<file path="src/rtl/fetch_unit.sv">
// Instruction fetch stage: sequential PC generation, 1-cycle-latency imem reads, prefetch queue.
// Optional `FETCH_BYPASS_EN forwards a response straight to the output when the queue is empty.
module fetch_unit #(
  parameter int unsigned       DEPTH    = 4,
  parameter int unsigned       ADDR_W   = 16,
  parameter int unsigned       INSTR_W  = 32,
  parameter logic [ADDR_W-1:0] RESET_PC = '0
) (
  input  logic               clk,
  input  logic               reset,
  output logic               imem_en,
  output logic [ADDR_W-1:0]  imem_addr,
  input  logic [INSTR_W-1:0] imem_rdata,
  input  logic               redirect_valid,
  input  logic [ADDR_W-1:0]  redirect_addr,
  output logic               out_valid,
  input  logic               out_ready,
  output logic [INSTR_W-1:0] out_instr,
  output logic [ADDR_W-1:0]  out_pc
);
  localparam int unsigned PW = $clog2(DEPTH);
  localparam int unsigned CW = PW + 1;

  logic [ADDR_W-1:0]  r_fetch_pc;
  logic [ADDR_W-1:0]  r_inflight_addr;
  logic               r_inflight;
  logic [INSTR_W-1:0] r_q_instr [DEPTH];
  logic [ADDR_W-1:0]  r_q_pc    [DEPTH];
  logic [PW-1:0]      r_head;
  logic [PW-1:0]      r_tail;
  logic [CW-1:0]      r_count;

  logic               w_resp;
  logic               w_bypass;
  logic               w_pop;
  logic               w_q_pop;
  logic               w_push;
  logic [CW-1:0]      w_occ;

  // A response arriving in a redirect cycle is killed.
  assign w_resp = r_inflight & ~redirect_valid;

`ifdef FETCH_BYPASS_EN
  assign w_bypass = w_resp & (r_count == '0);
`else
  assign w_bypass = 1'b0;
`endif

  always_comb begin
    out_valid = (r_count != '0) | w_bypass;
    out_instr = r_q_instr[r_head];
    out_pc    = r_q_pc[r_head];
    if (w_bypass) begin
      out_instr = imem_rdata;
      out_pc    = r_inflight_addr;
    end
  end

  assign w_pop   = out_valid & out_ready;
  assign w_q_pop = w_pop & ~w_bypass;
  assign w_push  = w_resp & ~(w_bypass & out_ready);

  // Entries held or promised after this cycle; a new request needs a free slot.
  assign w_occ     = r_count + CW'(r_inflight) - CW'(w_pop);
  assign imem_en   = reset & ~redirect_valid & (w_occ < CW'(DEPTH));
  assign imem_addr = r_fetch_pc;

  always_ff @(posedge clk or negedge reset) begin
    if (!reset) begin
      r_fetch_pc      <= RESET_PC;
      r_inflight      <= 1'b0;
      r_inflight_addr <= RESET_PC;
      r_head          <= '0;
      r_tail          <= '0;
      r_count         <= '0;
      for (int i = 0; i < int'(DEPTH); i++) begin
        r_q_instr[i] <= '0;
        r_q_pc[i]    <= '0;
      end
    end else if (redirect_valid) begin
      r_fetch_pc <= redirect_addr;
      r_inflight <= 1'b0;
      r_head     <= '0;
      r_tail     <= '0;
      r_count    <= '0;
    end else begin
      r_inflight <= imem_en;
      if (imem_en) begin
        r_fetch_pc      <= r_fetch_pc + 1'b1;
        r_inflight_addr <= r_fetch_pc;
      end
      if (w_push) begin
        r_q_instr[r_tail] <= imem_rdata;
        r_q_pc[r_tail]    <= r_inflight_addr;
        r_tail            <= r_tail + 1'b1;
      end
      if (w_q_pop) begin
        r_head <= r_head + 1'b1;
      end
      r_count <= r_count + CW'(w_push) - CW'(w_q_pop);
    end
  end

endmodule
</file>
<file path="config.mk">
export PLATFORM = sky130hd
export DESIGN_NAME = fetch_unit
export DESIGN_NICKNAME = d
export VERILOG_FILES = /design/src/rtl/fetch_unit.sv
export SDC_FILE = /design/constraint.sdc
export NUM_CORES = 1
export LEC_CHECK = 0
export ABC_AREA = 1
export CAP_MARGIN = 20
export CELL_PAD_IN_SITES_DETAIL_PLACEMENT = 1
export CELL_PAD_IN_SITES_GLOBAL_PLACEMENT = 2
export CORE_AREA = 10 10 180 182
export DETAILED_ROUTE_END_ITERATION = 8
export DIE_AREA = 0 0 190 192
export GPL_TIMING_DRIVEN = 0
export MAX_ROUTING_LAYER = met4
export PLACE_DENSITY_LB_ADDON = 0.1
export SETUP_SLACK_MARGIN = 0.02
export SLEW_MARGIN = 25
export SYNTH_ARGS = -nofsm -noshare
export SYNTH_HDL_FRONTEND = slang
export SYNTH_SLANG_ARGS = --single-unit
</file>
<file path="constraint.sdc">
create_clock -name clk -period 3.8 [get_ports clk]
set_input_delay 0.76 -clock clk [delete_from_list [all_inputs] [get_ports clk]]
set_output_delay 0.76 -clock clk [all_outputs]
set_load 0.05 [all_outputs]
</file>
==> flow_summary.yaml, run 1 <==
placed_design:
  hpwl_microns: 23740
  portBuffers: 116
  gp_congestion: 0.7715
worst_setup_path:
  crit_fanout: 10
  slowest_delay_ns: 0.85
  r2r_start: "r_count[1]"
  cp_top_family: "buffers and inverters"
  r2r_slack_ns: 1.50
  cp.required_ns: 3.04
  path_depth: 7
  crit_type: "reg2out"
  worstPathArrival_ns: 2.92
  end_kind: "output port"
  cp_common_cell: "buf_4"
  path_buf_inv: 5
  reg2reg_depth: 15
  crit_start: "r_head[0]"
  slowest_stage: "clkdlybuf4s50_1"
  r2r-end: "imem_addr[1]"
  start_kind: "flip-flop"
  worstPathCellList: "buf_4, inv_2, buf_4, buf_2, nor2_1, o22ai_1, clkdlybuf4s50_1"
route:
  ant_nets: 0
  avgRoutedWirePerCell_microns: 19.55
  first_pass_iters: 5
  drc: 0
  vias: 9039
  wirelength_microns: 35010
  viasPerCell: 5.047
  drt-initial-drc-count: 473
run:
  maxCapViolCount: 0
synth:
  synth_top_area_cell: "dfrtp_1"
  synth_area_leaders: "dfrtp_1 55%, nand2_1 10%, o21ai_1 8.4%"
  ys_ff_latch: 232
  yosysWarnings: 0
  syn_nets: 1301
  yosysSeqAreaShare_pct: 54.96
  synth.cell_area_sq_um: 10560
  postSynthAreaPerCell_sq_um: 8.525
  netlist.area_leader.share_pct: 54.96
  synth.distinct_cells: 28
  netlist_instances: 1239
power_and_ir_drop:
  peakVddDrop_v: 0.0003952
  p_per_area_nw_per_um2: 839.5
  leakage_nw: 6.200
  power_w: 0.01102
final_layout:
  final_nets: 1449
  mostFrequentLayoutCells: "290 x nand2_1, 232 x dfrtp_1, 177 x o21ai_1, 141 x o21ai_0, 117 x nor2_1"
  n_fill_cell: 3358
  diodes: 0
  area_growth_pct: 24.24
  final_common_cell: "nand2_1"
  drive_above_1_share_pct: 7.960
global_routing:
  grt_pass1_wl_microns: 56060
  grt_pass1_vias: 9775
  grt_overflow_total: 0
  antenna_found_initial: 0
  grt_max_degree: 83
  track_usage_pct: 19.74
cts:
  htreeDepth: 1
  cts_hold_buf: 0
  cts-root-buf: "clkbuf_16"
  cts_tree: "built"
  cts_setup_buffers: 0
  clk_latency_ns: 0.55
  cts_buffers: 29
  cts_buffer_depth: 3
  clock-sinks: 232
  clkTransAtPathRegs_ns: 0.06
run_status:
  status: "complete, no violations"
die:
  start_util_pct: 36.90
  fp-row-count: 62
  die-area_sq_um: 36480
  pin_count: 118
  die_w_microns: 190
  die_y_microns: 192
  fp.coreArea_sq_um: 28630
sta:
  whs_ns: 0.1690
  fin_skew_ns: 0.01682
  finalMaxSlewViolations: 0
  final-setup-viol-count: 0
  setup_tns_ns: 0
  tightest_slew_ns: 0.7170
  relSlewSlack_pct: 52.20
  timing.final.crit_share_pct: 96.75
  finalHoldViolCount: 0
  period_minus_slack_ns: 3.676
  rsz0062_at_grt: "false"
  fmax_mhz: 272.0
hold_path:
  hp-class: "in2async"
-- cell usage after synthesis --
cell type and n:
inv_4 1, a21oi_1 1, nand2_4 4, nand3_2 2
inv_1 84, nor2_4 1, nand2_1 290, nor3_1 1
o21ai_0 141, nand3_1 26, nor2_8 1, o21ai_1 177
fa_1 1, nor2_2 4, clkbuf_1 35, ha_1 9
inv_2 5, buf_6 21, nor2_1 117, buf_2 17
nand2_2 3, dfrtp_1 232, clkbuf_2 2, xor2_1 5
xnor2_1 1, nand4_1 5, buf_4 5, o22ai_1 48
-- repair_timing --
action / 4_1_cts / 5_1_grt
gates cloned: 0 / 0
pin swaps: 0 / 0
resized for setup: 14 / 15
endpoints found under the hold margin: 0 / 0
endpoints found under the setup margin: 12 / 13
-- worst max-delay path by stage --
stage                     to  slack, ns
5_1_grt        out_instr[19]       0.02
3_5_place_dp         imem_en      -0.34
6_report           out_pc[0]       0.12
4_1_cts           out_pc[11]       0.02
3_3_place_gp    imem_addr[6]      -8.67
2_1_floorplan        imem_en       0.94
-- state kept, by name (all words and copies together), names as in the netlist --
register         count
r_q_instr          128
r_tail               2
r_inflight           1
imem_addr           16
r_count              3
r_q_pc              64
r_head               2
r_inflight_addr     16
-- routing by layer --
layer / up-vias / part of all wire (%) / track usage (%)
li1: 4367 / - / -
met1: 4490 / 46 / 24.71
met2: 129 / 49 / 33.46
met3: 53 / 2.7 / 2.358
met4: 0 / 2.3 / 4.701
met5: - / 0 / -
-- area by class of cell --
class                      instances  area, sq um  share of cell area [%]
sequential                       232         5806                   44.24
multi-input combinational        837         3916                   29.84
timing repair buffer             118         1211                   9.230
clock buffer                      49        850.8                   6.484
buffer                            79        504.2                   3.842
tap                              384        480.5                   3.661
inverter                          90        340.3                   2.593
clock inverter                     2        13.76                  0.1049
-- report_power, final --
part / internal [W] / switching [W] / total [W]
Clock: 0.00150 / 0.00104 / 0.00254
Combinational: 0.00152 / 0.00334 / 0.00486
Sequential: 0.00319 / 0.000434 / 0.00362
-- cells by family after synthesis --
| group | count (synthesis) | synth area share, % |
|---|---|---|
| and+or+nand+nor | 454 | 17.37 |
| AOI/OAI and AO/OA | 367 | 17.96 |
| DFF | 232 | 54.96 |
| buffers and inverters | 170 | 7.960 |
| adders and majority gates | 10 | 1.256 |
| xor gates and xnor gates | 6 | 0.4975 |
-- metrics by stage --
stage	instances	setup WS [ns]	instance area, sq um	utilization, %
6_report	1791	0.1236	13120	45.84
5_1_grt	1791	0.02002	13120	45.84
4_1_cts	1792	0.02147	13120	45.83
2_1_floorplan	1239	0.9388	10560	-
3_3_place_gp	1739	-8.672	12200	42.63
3_5_place_dp	1741	-0.3411	12260	42.84
Note: power is estimated with default switching activity, not from simulation.
==> run 2, diff against run 1 <==
ABC_CLOCK_PERIOD_IN_PS = 3800   (was not set)
==> results of run 2 <==
The final DEF is identical to that of run 1; final timing and power are the same.
==> run 3, diff against run 2 <==
CTS_CLUSTER_DIAMETER = 30   (was not set)
TNS_END_PERCENT = 100   (was not set)
==> flow_summary.yaml, run 3 (synthesized netlist as in run 1, its figures left out) <==
run:
  maxCapViolCount: 0
route:
  ant_nets: 0
  vias: 9369
  wl_met2_microns: 17920
  drt-initial-drc-count: 472
  drc: 0
  avgRoutedWirePerCell_microns: 19.51
  wirelength_microns: 36170
  first_pass_iters: 4
  viasPerCell: 5.053
  maxUsedRoutingLayer: "met4"
  wl_met3_microns: 1238
  wl_met1_microns: 16320
die:
  fp.coreArea_sq_um: 28630
  fp-row-count: 62
  die_y_microns: 192
  die_w_microns: 190
  pin_count: 118
  die-area_sq_um: 36480
  start_util_pct: 36.90
placed_design:
  place_ws_ns: -0.3411
  portBuffers: 116
  hpwl_microns: 23740
  dp.cells: 1741
  gp_congestion: 0.7715
sta:
  period_minus_slack_ns: 3.680
  rsz0062_at_grt: "true"
  final-setup-viol-count: 0
  timing.final.crit_share_pct: 96.84
  relSlewSlack_pct: 51.53
  finalHoldViolCount: 0
  tightest_slew_ns: 0.7271
  fin_skew_ns: 0.01646
  setup_slack_ns: 0.1202
  whs_ns: 0.1444
  setup_tns_ns: 0
  finalMaxSlewViolations: 0
  fmax_mhz: 271.8
cts:
  clk_latency_ns: 0.58
  cts_buffers: 61
  cts_setup_buffers: 0
  cts-root-buf: "clkbuf_16"
  cts_buffer_depth: 3
  clock-sinks: 232
  cts_tree: "built"
  htreeDepth: 2
  clkTransAtPathRegs_ns: 0.04
worst_setup_path:
  start_kind: "flip-flop"
  r2r_slack_ns: 1.46
  crit_type: "reg2out"
  worstPathArrival_ns: 2.92
  cp.required_ns: 3.04
  crit_fanout: 10
  end_kind: "output port"
global_routing:
  grt_pass1_wl_microns: 57880
  grt_max_degree: 83
  track_usage_pct: 20.44
  antenna_found_initial: 0
  grt_overflow_total: 0
  grt_pass1_vias: 10316
power_and_ir_drop:
  p_per_area_nw_per_um2: 955.3
  leakage_nw: 6.832
  peakVddDrop_v: 0.0005408
final_layout:
  finish.utilization_pct: 50.31
  drive_above_1_share_pct: 12.45
  largest_reg_flops: 128
  mostFrequentLayoutCells: "290 x nand2_1, 232 x dfrtp_1, 177 x o21ai_1, 141 x o21ai_0, 117 x nor2_1"
  diodes: 0
  area_growth_pct: 36.35
  fin_cells: 1854
  largest_register: "r_q_instr"
  final_common_cell: "nand2_1"
  final_nets: 1481
  reg_top3: "r_q_instr: 128 flops, r_q_pc: 64 flops"
run_status:
  status: "complete, no violations"
hold_path:
  hp-class: "in2async"
## run 3: cell types whose count changed in the layout (fill, tap and decap cells not counted), moves of 3 or more
| cell | change |
|---|---|
| clkbuf_16 | +32 |
| clkinv_2 | +13 |
| bufinv_16 | +8 |
| clkbuf_1 | -8 |
| clkinvlp_4 | +6 |
| clkinv_4 | +5 |
| clkbuf_8 | +3 |
| clkdlybuf4s50_1 | -3 |
| dlygate4sd2_1 | +3 |
## run 3: per-layer routing
metal | vias up | GRT usage (%)
met5 | - | -
met4 | 0 | 6.044
met3 | 63 | 3.029
met2 | 174 | 34.78
met1 | 4665 | 24.68
li1 | 4467 | -
## run 3: report_power, final
part	total [W]	switching, W	internal (W)	leakage, nW
registers	0.00364	0.000443	0.00319	3.09
logic	0.00486	0.00336	0.00150	2.70
clock network	0.00526	0.00163	0.00364	1.04
total	0.0138	0.00543	0.00833	6.83
## run 3: final cells by class
cell class | instances | area (sq um)
Clock buffer | 76 | 1663
Sequential cell | 232 | 5806
Clock inverter | 38 | 483.0
Timing Repair Buffer | 118 | 1207
Fill cell | 3299 | 14220
Multi-Input combinational cell | 837 | 3916
Tap cell | 384 | 480.5
Inverter | 90 | 342.8
Buffer | 79 | 504.2
## run 3: worst max-delay path: stages (launching register included)
cell	delay [ns]
dfrtp_1	0.35
buf_4	0.17
inv_2	0.14
buf_4	0.21
buf_2	0.30
nor2_1	0.07
o22ai_1	0.25
clkdlybuf4s50_1	0.85
## run 3: repair_timing
action                                  in CTS  in global routing
hold buffers                                 0                  0
gates resized for setup                     17                 16
endpoints found under the setup margin      15                 13
## run 3: final timing paths
| kind | from | endpoint | cells past startpoint |
|---|---|---|---|
| max in group asynchronous | reset | imem_addr[5] | 2 |
| hold / removal | reset | r_q_instr[7] | 1 |
| hold reg to reg | r_q_instr[93] | r_q_instr[93] | 2 |
| setup / recovery | r_head[0] | out_instr[19] | 7 |
| min in group clk | r_q_instr[93] | r_q_instr[93] | 2 |
| setup reg to reg | r_count[1] | imem_addr[1] | 15 |
## run 3: per-stage QoR
| step | instance area, sq um | total power [W] |
|---|---|---|
| detailed placement | 12260 | 0.008626 |
| CTS | 14390 | 0.01391 |
| global placement | 12200 | 0.008550 |
| global route | 14400 | 0.01452 |
| finish | 14400 | 0.01376 |
| floorplan | 10560 | 0.006824 |
